[src/rtl/regfile_seq_if.sv]
// Command handshake between a host and the register-pair sequencer:
// valid/ready command transfer plus the completion and error pulses.
interface regfile_seq_if;
  logic       cmd_valid;
  logic       cmd_ready;
  logic [2:0] cmd_op;
  logic [2:0] cmd_pair;
  logic       done;
  logic       err;

  modport master (output cmd_valid, cmd_op, cmd_pair, input cmd_ready, done, err);
  modport slave  (input cmd_valid, cmd_op, cmd_pair, output cmd_ready, done, err);
endinterface

[src/rtl/regfile_seq.sv]
// Command sequencer for the 16-bit register-pair file: turns one accepted command
// into an ordered, registered sequence of pair selects, incdec mode bits and strobes.
module regfile_seq #(
  parameter int unsigned STROBE_W   = 1,
  parameter int unsigned SETTLE_CYC = 1
) (
  input  logic         clk,
  input  logic         rst,
  regfile_seq_if.slave cmd,
  output logic         bc_rw_o,
  output logic         de_rw_o,
  output logic         hl_rw_o,
  output logic         wz_rw_o,
  output logic         pc_rw_o,
  output logic         sp_rw_o,
  output logic         rreg_rd_o,
  output logic         lreg_rd_o,
  output logic         rreg_wr_o,
  output logic         lreg_wr_o,
  output logic         dreg_rd_o,
  output logic         dreg_wr_o,
  output logic         dreg_inc_o,
  output logic         dreg_dec_o,
  output logic         dreg_cnt_o,
  output logic         dreg_cnt2_o
);

  if (STROBE_W < 1 || STROBE_W > 4) begin : g_bad_strobe_w
    $fatal(1, "regfile_seq: STROBE_W must be in 1..4");
  end
  if (SETTLE_CYC < 1 || SETTLE_CYC > 4) begin : g_bad_settle_cyc
    $fatal(1, "regfile_seq: SETTLE_CYC must be in 1..4");
  end

  localparam logic [1:0] STROBE_LAST = 2'(STROBE_W - 1);
  localparam logic [1:0] SETTLE_LAST = 2'(SETTLE_CYC - 1);

  localparam logic [2:0] OP_RD_LO = 3'd4;
  localparam logic [2:0] OP_RD_HI = 3'd5;
  localparam logic [2:0] OP_WR_LO = 3'd6;
  localparam logic [2:0] OP_WR_HI = 3'd7;

  typedef enum logic [2:0] {
    S_IDLE, S_SETUP, S_LATCH, S_SETTLE, S_STROBE, S_HOLD, S_ERR
  } state_e;

  // Every output is a flop so the register file never sees a decode glitch.
  typedef struct packed {
    logic       ready;
    logic       done;
    logic       err;
    logic [5:0] sel;      // {sp, pc, wz, hl, de, bc}
    logic       rreg_rd;
    logic       lreg_rd;
    logic       rreg_wr;
    logic       lreg_wr;
    logic       dreg_rd;
    logic       dreg_wr;
    logic       inc;
    logic       dec;
    logic       cnt;
    logic       cnt2;
  } out_t;

  localparam out_t OUT_RST = '{ready: 1'b1, default: '0};

  state_e     state_q, state_d;
  logic [1:0] cnt_q, cnt_d;
  logic [2:0] op_q, op_d;
  logic [2:0] pair_q, pair_d;
  out_t       out_q, out_d;

  // NOTE: every signal assigned in always_comb gets a default first, so no path
  // through the case statement can leave it unassigned and infer a latch.
  always_comb begin
    state_d = state_q;
    cnt_d   = cnt_q;
    op_d    = op_q;
    pair_d  = pair_q;
    case (state_q)
      S_IDLE: begin
        // cmd_ready is high exactly while IDLE, so valid alone completes the transfer.
        if (cmd.cmd_valid) begin
          op_d    = cmd.cmd_op;
          pair_d  = cmd.cmd_pair;
          state_d = (cmd.cmd_pair > 3'd5) ? S_ERR : S_SETUP;
        end
      end
      S_SETUP: begin
        cnt_d   = STROBE_LAST;
        state_d = op_q[2] ? S_STROBE : S_LATCH;
      end
      S_LATCH: begin
        if (cnt_q == '0) begin
          cnt_d   = SETTLE_LAST;
          state_d = S_SETTLE;
        end else begin
          cnt_d = cnt_q - 2'd1;
        end
      end
      S_SETTLE: begin
        if (cnt_q == '0) begin
          cnt_d   = STROBE_LAST;
          state_d = S_STROBE;
        end else begin
          cnt_d = cnt_q - 2'd1;
        end
      end
      S_STROBE: begin
        if (cnt_q == '0) state_d = S_HOLD;
        else             cnt_d   = cnt_q - 2'd1;
      end
      S_HOLD:  state_d = S_IDLE;
      S_ERR:   state_d = S_IDLE;
      default: state_d = S_IDLE;
    endcase
  end

  // Outputs decoded from the next state, then registered alongside it.
  always_comb begin
    out_d       = '0;
    out_d.ready = (state_d == S_IDLE);
    out_d.done  = (state_d == S_HOLD) || (state_d == S_ERR);
    out_d.err   = (state_d == S_ERR);
    if (state_d inside {S_SETUP, S_LATCH, S_SETTLE, S_STROBE, S_HOLD}) begin
      out_d.sel = 6'b000001 << pair_d;
      if (!op_d[2]) begin
        out_d.inc  = !op_d[0];
        out_d.dec  =  op_d[0];
        out_d.cnt  = !op_d[1];
        out_d.cnt2 =  op_d[1];
      end
    end
    out_d.dreg_rd = (state_d == S_LATCH);
    if (state_d == S_STROBE) begin
      case (op_d)
        OP_RD_LO: out_d.rreg_rd = 1'b1;
        OP_RD_HI: out_d.lreg_rd = 1'b1;
        OP_WR_LO: out_d.rreg_wr = 1'b1;
        OP_WR_HI: out_d.lreg_wr = 1'b1;
        default:  out_d.dreg_wr = 1'b1;
      endcase
    end
  end

  // NOTE: sequential state uses non-blocking assignments only, so every flop
  // samples pre-edge values regardless of block ordering.
  always_ff @(posedge clk) begin
    if (rst) begin
      state_q <= S_IDLE;
      cnt_q   <= '0;
      op_q    <= '0;
      pair_q  <= '0;
      out_q   <= OUT_RST;
    end else begin
      state_q <= state_d;
      cnt_q   <= cnt_d;
      op_q    <= op_d;
      pair_q  <= pair_d;
      out_q   <= out_d;
    end
  end

  assign cmd.cmd_ready = out_q.ready;
  assign cmd.done      = out_q.done;
  assign cmd.err       = out_q.err;
  assign bc_rw_o       = out_q.sel[0];
  assign de_rw_o       = out_q.sel[1];
  assign hl_rw_o       = out_q.sel[2];
  assign wz_rw_o       = out_q.sel[3];
  assign pc_rw_o       = out_q.sel[4];
  assign sp_rw_o       = out_q.sel[5];
  assign rreg_rd_o     = out_q.rreg_rd;
  assign lreg_rd_o     = out_q.lreg_rd;
  assign rreg_wr_o     = out_q.rreg_wr;
  assign lreg_wr_o     = out_q.lreg_wr;
  assign dreg_rd_o     = out_q.dreg_rd;
  assign dreg_wr_o     = out_q.dreg_wr;
  assign dreg_inc_o    = out_q.inc;
  assign dreg_dec_o    = out_q.dec;
  assign dreg_cnt_o    = out_q.cnt;
  assign dreg_cnt2_o   = out_q.cnt2;

endmodule

[src/flat_wrapper.sv]
// flat-port wrapper written by rule: the top's interface ports become plain ports
module regfile_seq_flat 
#(
  parameter int unsigned STROBE_W   = 1,
  parameter int unsigned SETTLE_CYC = 1
)
  (clk, rst, bc_rw_o, de_rw_o, hl_rw_o, wz_rw_o, pc_rw_o, sp_rw_o, rreg_rd_o, lreg_rd_o, rreg_wr_o, lreg_wr_o, dreg_rd_o, dreg_wr_o, dreg_inc_o, dreg_dec_o, dreg_cnt_o, dreg_cnt2_o, cmd_cmd_valid, cmd_cmd_op, cmd_cmd_pair, cmd_cmd_ready, cmd_done, cmd_err);
  regfile_seq_if cmd_i ();
  input  logic clk;
  input  logic rst;
  output logic bc_rw_o;
  output logic de_rw_o;
  output logic hl_rw_o;
  output logic wz_rw_o;
  output logic pc_rw_o;
  output logic sp_rw_o;
  output logic rreg_rd_o;
  output logic lreg_rd_o;
  output logic rreg_wr_o;
  output logic lreg_wr_o;
  output logic dreg_rd_o;
  output logic dreg_wr_o;
  output logic dreg_inc_o;
  output logic dreg_dec_o;
  output logic dreg_cnt_o;
  output logic dreg_cnt2_o;
  input wire logic [$bits(cmd_i.cmd_valid)-1:0] cmd_cmd_valid;
  input wire logic [$bits(cmd_i.cmd_op)-1:0] cmd_cmd_op;
  input wire logic [$bits(cmd_i.cmd_pair)-1:0] cmd_cmd_pair;
  output wire logic [$bits(cmd_i.cmd_ready)-1:0] cmd_cmd_ready;
  output wire logic [$bits(cmd_i.done)-1:0] cmd_done;
  output wire logic [$bits(cmd_i.err)-1:0] cmd_err;
  assign cmd_i.cmd_valid = cmd_cmd_valid;
  assign cmd_i.cmd_op = cmd_cmd_op;
  assign cmd_i.cmd_pair = cmd_cmd_pair;
  assign cmd_cmd_ready = cmd_i.cmd_ready;
  assign cmd_done = cmd_i.done;
  assign cmd_err = cmd_i.err;
  regfile_seq #(.STROBE_W(STROBE_W), .SETTLE_CYC(SETTLE_CYC)) u_core (.clk(clk), .rst(rst), .cmd(cmd_i), .bc_rw_o(bc_rw_o), .de_rw_o(de_rw_o), .hl_rw_o(hl_rw_o), .wz_rw_o(wz_rw_o), .pc_rw_o(pc_rw_o), .sp_rw_o(sp_rw_o), .rreg_rd_o(rreg_rd_o), .lreg_rd_o(lreg_rd_o), .rreg_wr_o(rreg_wr_o), .lreg_wr_o(lreg_wr_o), .dreg_rd_o(dreg_rd_o), .dreg_wr_o(dreg_wr_o), .dreg_inc_o(dreg_inc_o), .dreg_dec_o(dreg_dec_o), .dreg_cnt_o(dreg_cnt_o), .dreg_cnt2_o(dreg_cnt2_o));
endmodule
[config.mk]
export PLATFORM = sky130hd
export DESIGN_NAME = regfile_seq_flat
export DESIGN_NICKNAME = d
export VERILOG_FILES = /design/src/rtl/regfile_seq_if.sv /design/src/rtl/regfile_seq.sv /design/src/flat_wrapper.sv
export SDC_FILE = /design/constraint.sdc
export NUM_CORES = 1
export LEC_CHECK = 0
export CAP_MARGIN = 20
export CORE_MARGIN = 2
export CORE_UTILIZATION = 47
export CTS_CLUSTER_DIAMETER = 120
export DETAILED_ROUTE_END_ITERATION = 10
export HOLD_SLACK_MARGIN = 0.12
export PLACE_DENSITY = 0.75
export SLEW_MARGIN = 20
export SYNTH_ARGS = -nofsm -noshare
export SYNTH_HDL_FRONTEND = slang
export SYNTH_SLANG_ARGS = --single-unit
[constraint.sdc]
create_clock -name clk -period 3 [get_ports clk]
set_input_delay 0.45 -clock clk [delete_from_list [all_inputs] [get_ports clk]]
set_output_delay 0.45 -clock clk [all_outputs]
set_load 0.05 [all_outputs]
==> impl_metrics.env <==
export IMPL_peakVddDrop_v=0.000648
export IMPL_synth_cell_type_count=39
export IMPL_hold_buffers=0
export IMPL_synth_simple_gate_area_frac=0.235
export IMPL_ff2ff_setup_slack_ps=820
export IMPL_fin_crit_ps=2180
export IMPL_end_kind="flip-flop"
export IMPL_slew_headroom=0.484
export IMPL_required_ps=3250
export IMPL_syn2layout_area_growth_pct=27.6
export IMPL_fin_cells=197
export IMPL_yosysSeqAreaShare=0.463
export IMPL_post_dp_hpwl_mm=1.97
export IMPL_p_per_area_mw_per_mm2=1020
export IMPL_max_cap_viol_count=0
export IMPL_yosys_warnings=0
export IMPL_num_vias=1075
export IMPL_hold_class="flip-flop to flip-flop"
export IMPL_initial_utilization=0.483
export IMPL_slew_violations=0
export IMPL_max_stage_delay_ps=790
export IMPL_period_share=0.726
export IMPL_setup_viol=0
export IMPL_final_setup_tns_ps=0
export IMPL_wl_met1_mm=1.13
export IMPL_first_pass_iters=4
export IMPL_grt_pass1_vias=1063
export IMPL_placed_cell_area_sq_mm=0.00158
export IMPL_path_cells="mux2_2, a221o_1, or4_4, nor3_1"
export IMPL_port_buffers=27
export IMPL_grt_pass1_wl_mm=4.80
export IMPL_synth_area_mux_share=0.107
export IMPL_syn_nets=151
export IMPL_clockRootBuffer="clkbuf_4"
export IMPL_antenna_found_initial=0
export IMPL_place_inst=189
export IMPL_slowest_stage="dfxtp_1"
export IMPL_ys_ff_latch=30
export IMPL_synth_top_family_by_area="simple AND/OR/NAND/NOR gates"
export IMPL_synth_compound_area_frac=0.120
export IMPL_outcome="finished clean"
export IMPL_synthAdderAreaFrac=0.0289
export IMPL_routabilityCongestion=0.895
export IMPL_dr_wl_met2_mm=1.40
export IMPL_synth_xor_area_frac=0
export IMPL_cts_tree="yes"
export IMPL_grt_max_degree=24
export IMPL_multi_input_area_sq_um=637
export IMPL_layout_commonest_cell="dfxtp_1"
export IMPL_netlist_area_sq_mm=0.00130
export IMPL_grt_overflow=0
export IMPL_ctsResizeCount=0
export IMPL_dieArea_sq_mm=0.00320
export IMPL_layout_common_cells="dfxtp_1 (30), clkdlybuf4s50_1 (27), nor2_1 (19)"
export IMPL_nets=177
export IMPL_fmax_ghz=0.459
export IMPL_drcViolationCount=0
export IMPL_rows=19
export IMPL_min_path_cells=2
export IMPL_cp_arrival_ps=2430
export IMPL_cts_sinks=30
export IMPL_cp_start_kind="flip-flop"
export IMPL_synth_area_per_cell_sq_um=9.33
export IMPL_cts_setup_buffers=0
export IMPL_cts_buffers=5
export IMPL_clk_latency_ps=330
export IMPL_core_area_sq_mm=0.00269
export IMPL_drive_gt1_frac=0.108
export IMPL_clock_skew_ps=10.2
export IMPL_met3WireLength_um=144
export IMPL_r2r_cells=4
export IMPL_seq_area_sq_um=601
export IMPL_final_area_sq_mm=0.00166
export IMPL_drt_total_wl_mm=2.73
export IMPL_io_pins=28
export IMPL_cts_htree_levels=2
export IMPL_hold_violations=0
export IMPL_max_clock_path_buffers=2
export IMPL_gr_usage_all_layers=0.197
export IMPL_drtIter0Drc=27
export IMPL_ant_nets=0
export IMPL_path_class="flip-flop to flip-flop"
export IMPL_die_width_um=56.5
export IMPL_fill_cells=234
export IMPL_clk_pin_slew_ps=90
export IMPL_vias_per_cell=5.46
export IMPL_syn_instance_count=139
export IMPL_p_leak_nw=0.634
export IMPL_die_h_um=56.5
export IMPL_detail_route_wl_per_cell_um=13.9
export IMPL_rsz0062_at_grt="false"
export IMPL_dr_max_layer_used="met4"
export IMPL_tightest_slew_ps=773
export IMPL_critPathMaxFanout=21
export IMPL_num_antenna_cells=0
==> cell families (layout without fill, tap and decap cells) <==
logic type               Yosys count  in the layout
AND/OR/NAND/NOR                   55             55
flip-flops                        30             30
AO/OA/AOI/OAI                     23             23
buffers and inverters             15             42
multiplexers                      13             13
adder cells (fa/ha/maj)            3              3
==> final timing paths <==
kind / to / from
worst max-delay path: u_core.rreg_rd_o / u_core.state_q[1]
worst min-delay path: u_core.pair_q[1] / u_core.pair_q[1]
worst max register to register: u_core.rreg_rd_o / u_core.state_q[1]
worst min register to register: u_core.pair_q[1] / u_core.pair_q[1]
==> routing by layer <==
metal | vias to the layer above | track usage
met1 | 502 | 0.217
li1 | 542 | -
met5 | - | 0
met3 | 7 | 0.0622
met2 | 24 | 0.346
met4 | 0 | 0.0816
==> cells in the mapped netlist <==
| library cell | n | area (sq um) |
|---|---|---|
| o211ai_1 | 1 | 7.51 |
| buf_2 | 3 | 15.0 |
| a32oi_1 | 1 | 8.76 |
| buf_1 | 2 | 7.51 |
| nor4b_4 | 1 | 23.8 |
| nand3_1 | 3 | 15.0 |
| and3b_1 | 2 | 17.5 |
| nor2b_1 | 2 | 12.5 |
| nor4bb_1 | 1 | 10.0 |
| a22oi_1 | 1 | 7.51 |
| dfxtp_1 | 30 | 601 |
| inv_1 | 6 | 22.5 |
| nor3_1 | 10 | 50.1 |
| a221oi_1 | 1 | 8.76 |
| a311o_1 | 1 | 10.0 |
| clkbuf_1 | 4 | 15.0 |
| nand2_1 | 6 | 22.5 |
| ha_1 | 3 | 37.5 |
| a211oi_1 | 1 | 7.51 |
| nand2b_1 | 1 | 6.26 |
| a21boi_0 | 1 | 7.51 |
| nor2_1 | 19 | 71.3 |
| nand3b_1 | 1 | 7.51 |
| mux2_2 | 7 | 78.8 |
| a21oi_1 | 4 | 20.0 |
| o22ai_1 | 1 | 6.26 |
| nor4_1 | 1 | 6.26 |
| or3_1 | 2 | 12.5 |
| or4_4 | 1 | 11.3 |
| o21a_1 | 1 | 7.51 |
| o211a_1 | 1 | 10.0 |
| or4_1 | 1 | 7.51 |
| o31ai_1 | 1 | 7.51 |
| nor4b_1 | 1 | 8.76 |
| nor3b_1 | 3 | 22.5 |
| a31oi_1 | 1 | 6.26 |
| mux2i_1 | 6 | 60.1 |
| o21ai_0 | 6 | 30.0 |
| a221o_1 | 1 | 10.0 |
==> state kept, by name (all words and copies together), names as in the netlist, 2 cells and up <==
name and cells:
u_core.state_q 3, u_core.op_q 3, u_core.cnt_q 2, u_core.pair_q 3
==> area by class of cell <==
cell class              count  area share
multi-input cells          94       0.385
clock buffers               8      0.0476
well taps                  31      0.0234
repair buffers             28       0.168
inverters                   6      0.0136
flip-flops and latches     30       0.363
==> critical path: cells and delay by family, from the launching register on <==
kind	cells	cell delay, ps
mux	1	410
flops	1	790
simple gates	2	590
compound gates	1	320
==> metrics by stage <==
stage	hold slack (ps)	util	total power (W)	setup slack [ps]
floorplan	500	-	0.00120	1150
global placement	531	0.587	0.00137	764
detailed placement	557	0.587	0.00140	749
CTS	575	0.616	0.00170	822
global route	594	0.616	0.00181	719
finish	569	0.616	0.00169	821
==> power breakdown <==
| part | total [W] | internal, W | switching [W] | leakage [nW] |
|---|---|---|---|---|
| logic | 0.000764 | 0.000323 | 0.000441 | 0.345 |
| registers | 0.000630 | 0.000491 | 0.000139 | 0.245 |
| clock network | 0.000300 | 0.000160 | 0.000140 | 0.0446 |
Power figures use the tool's default switching activity.
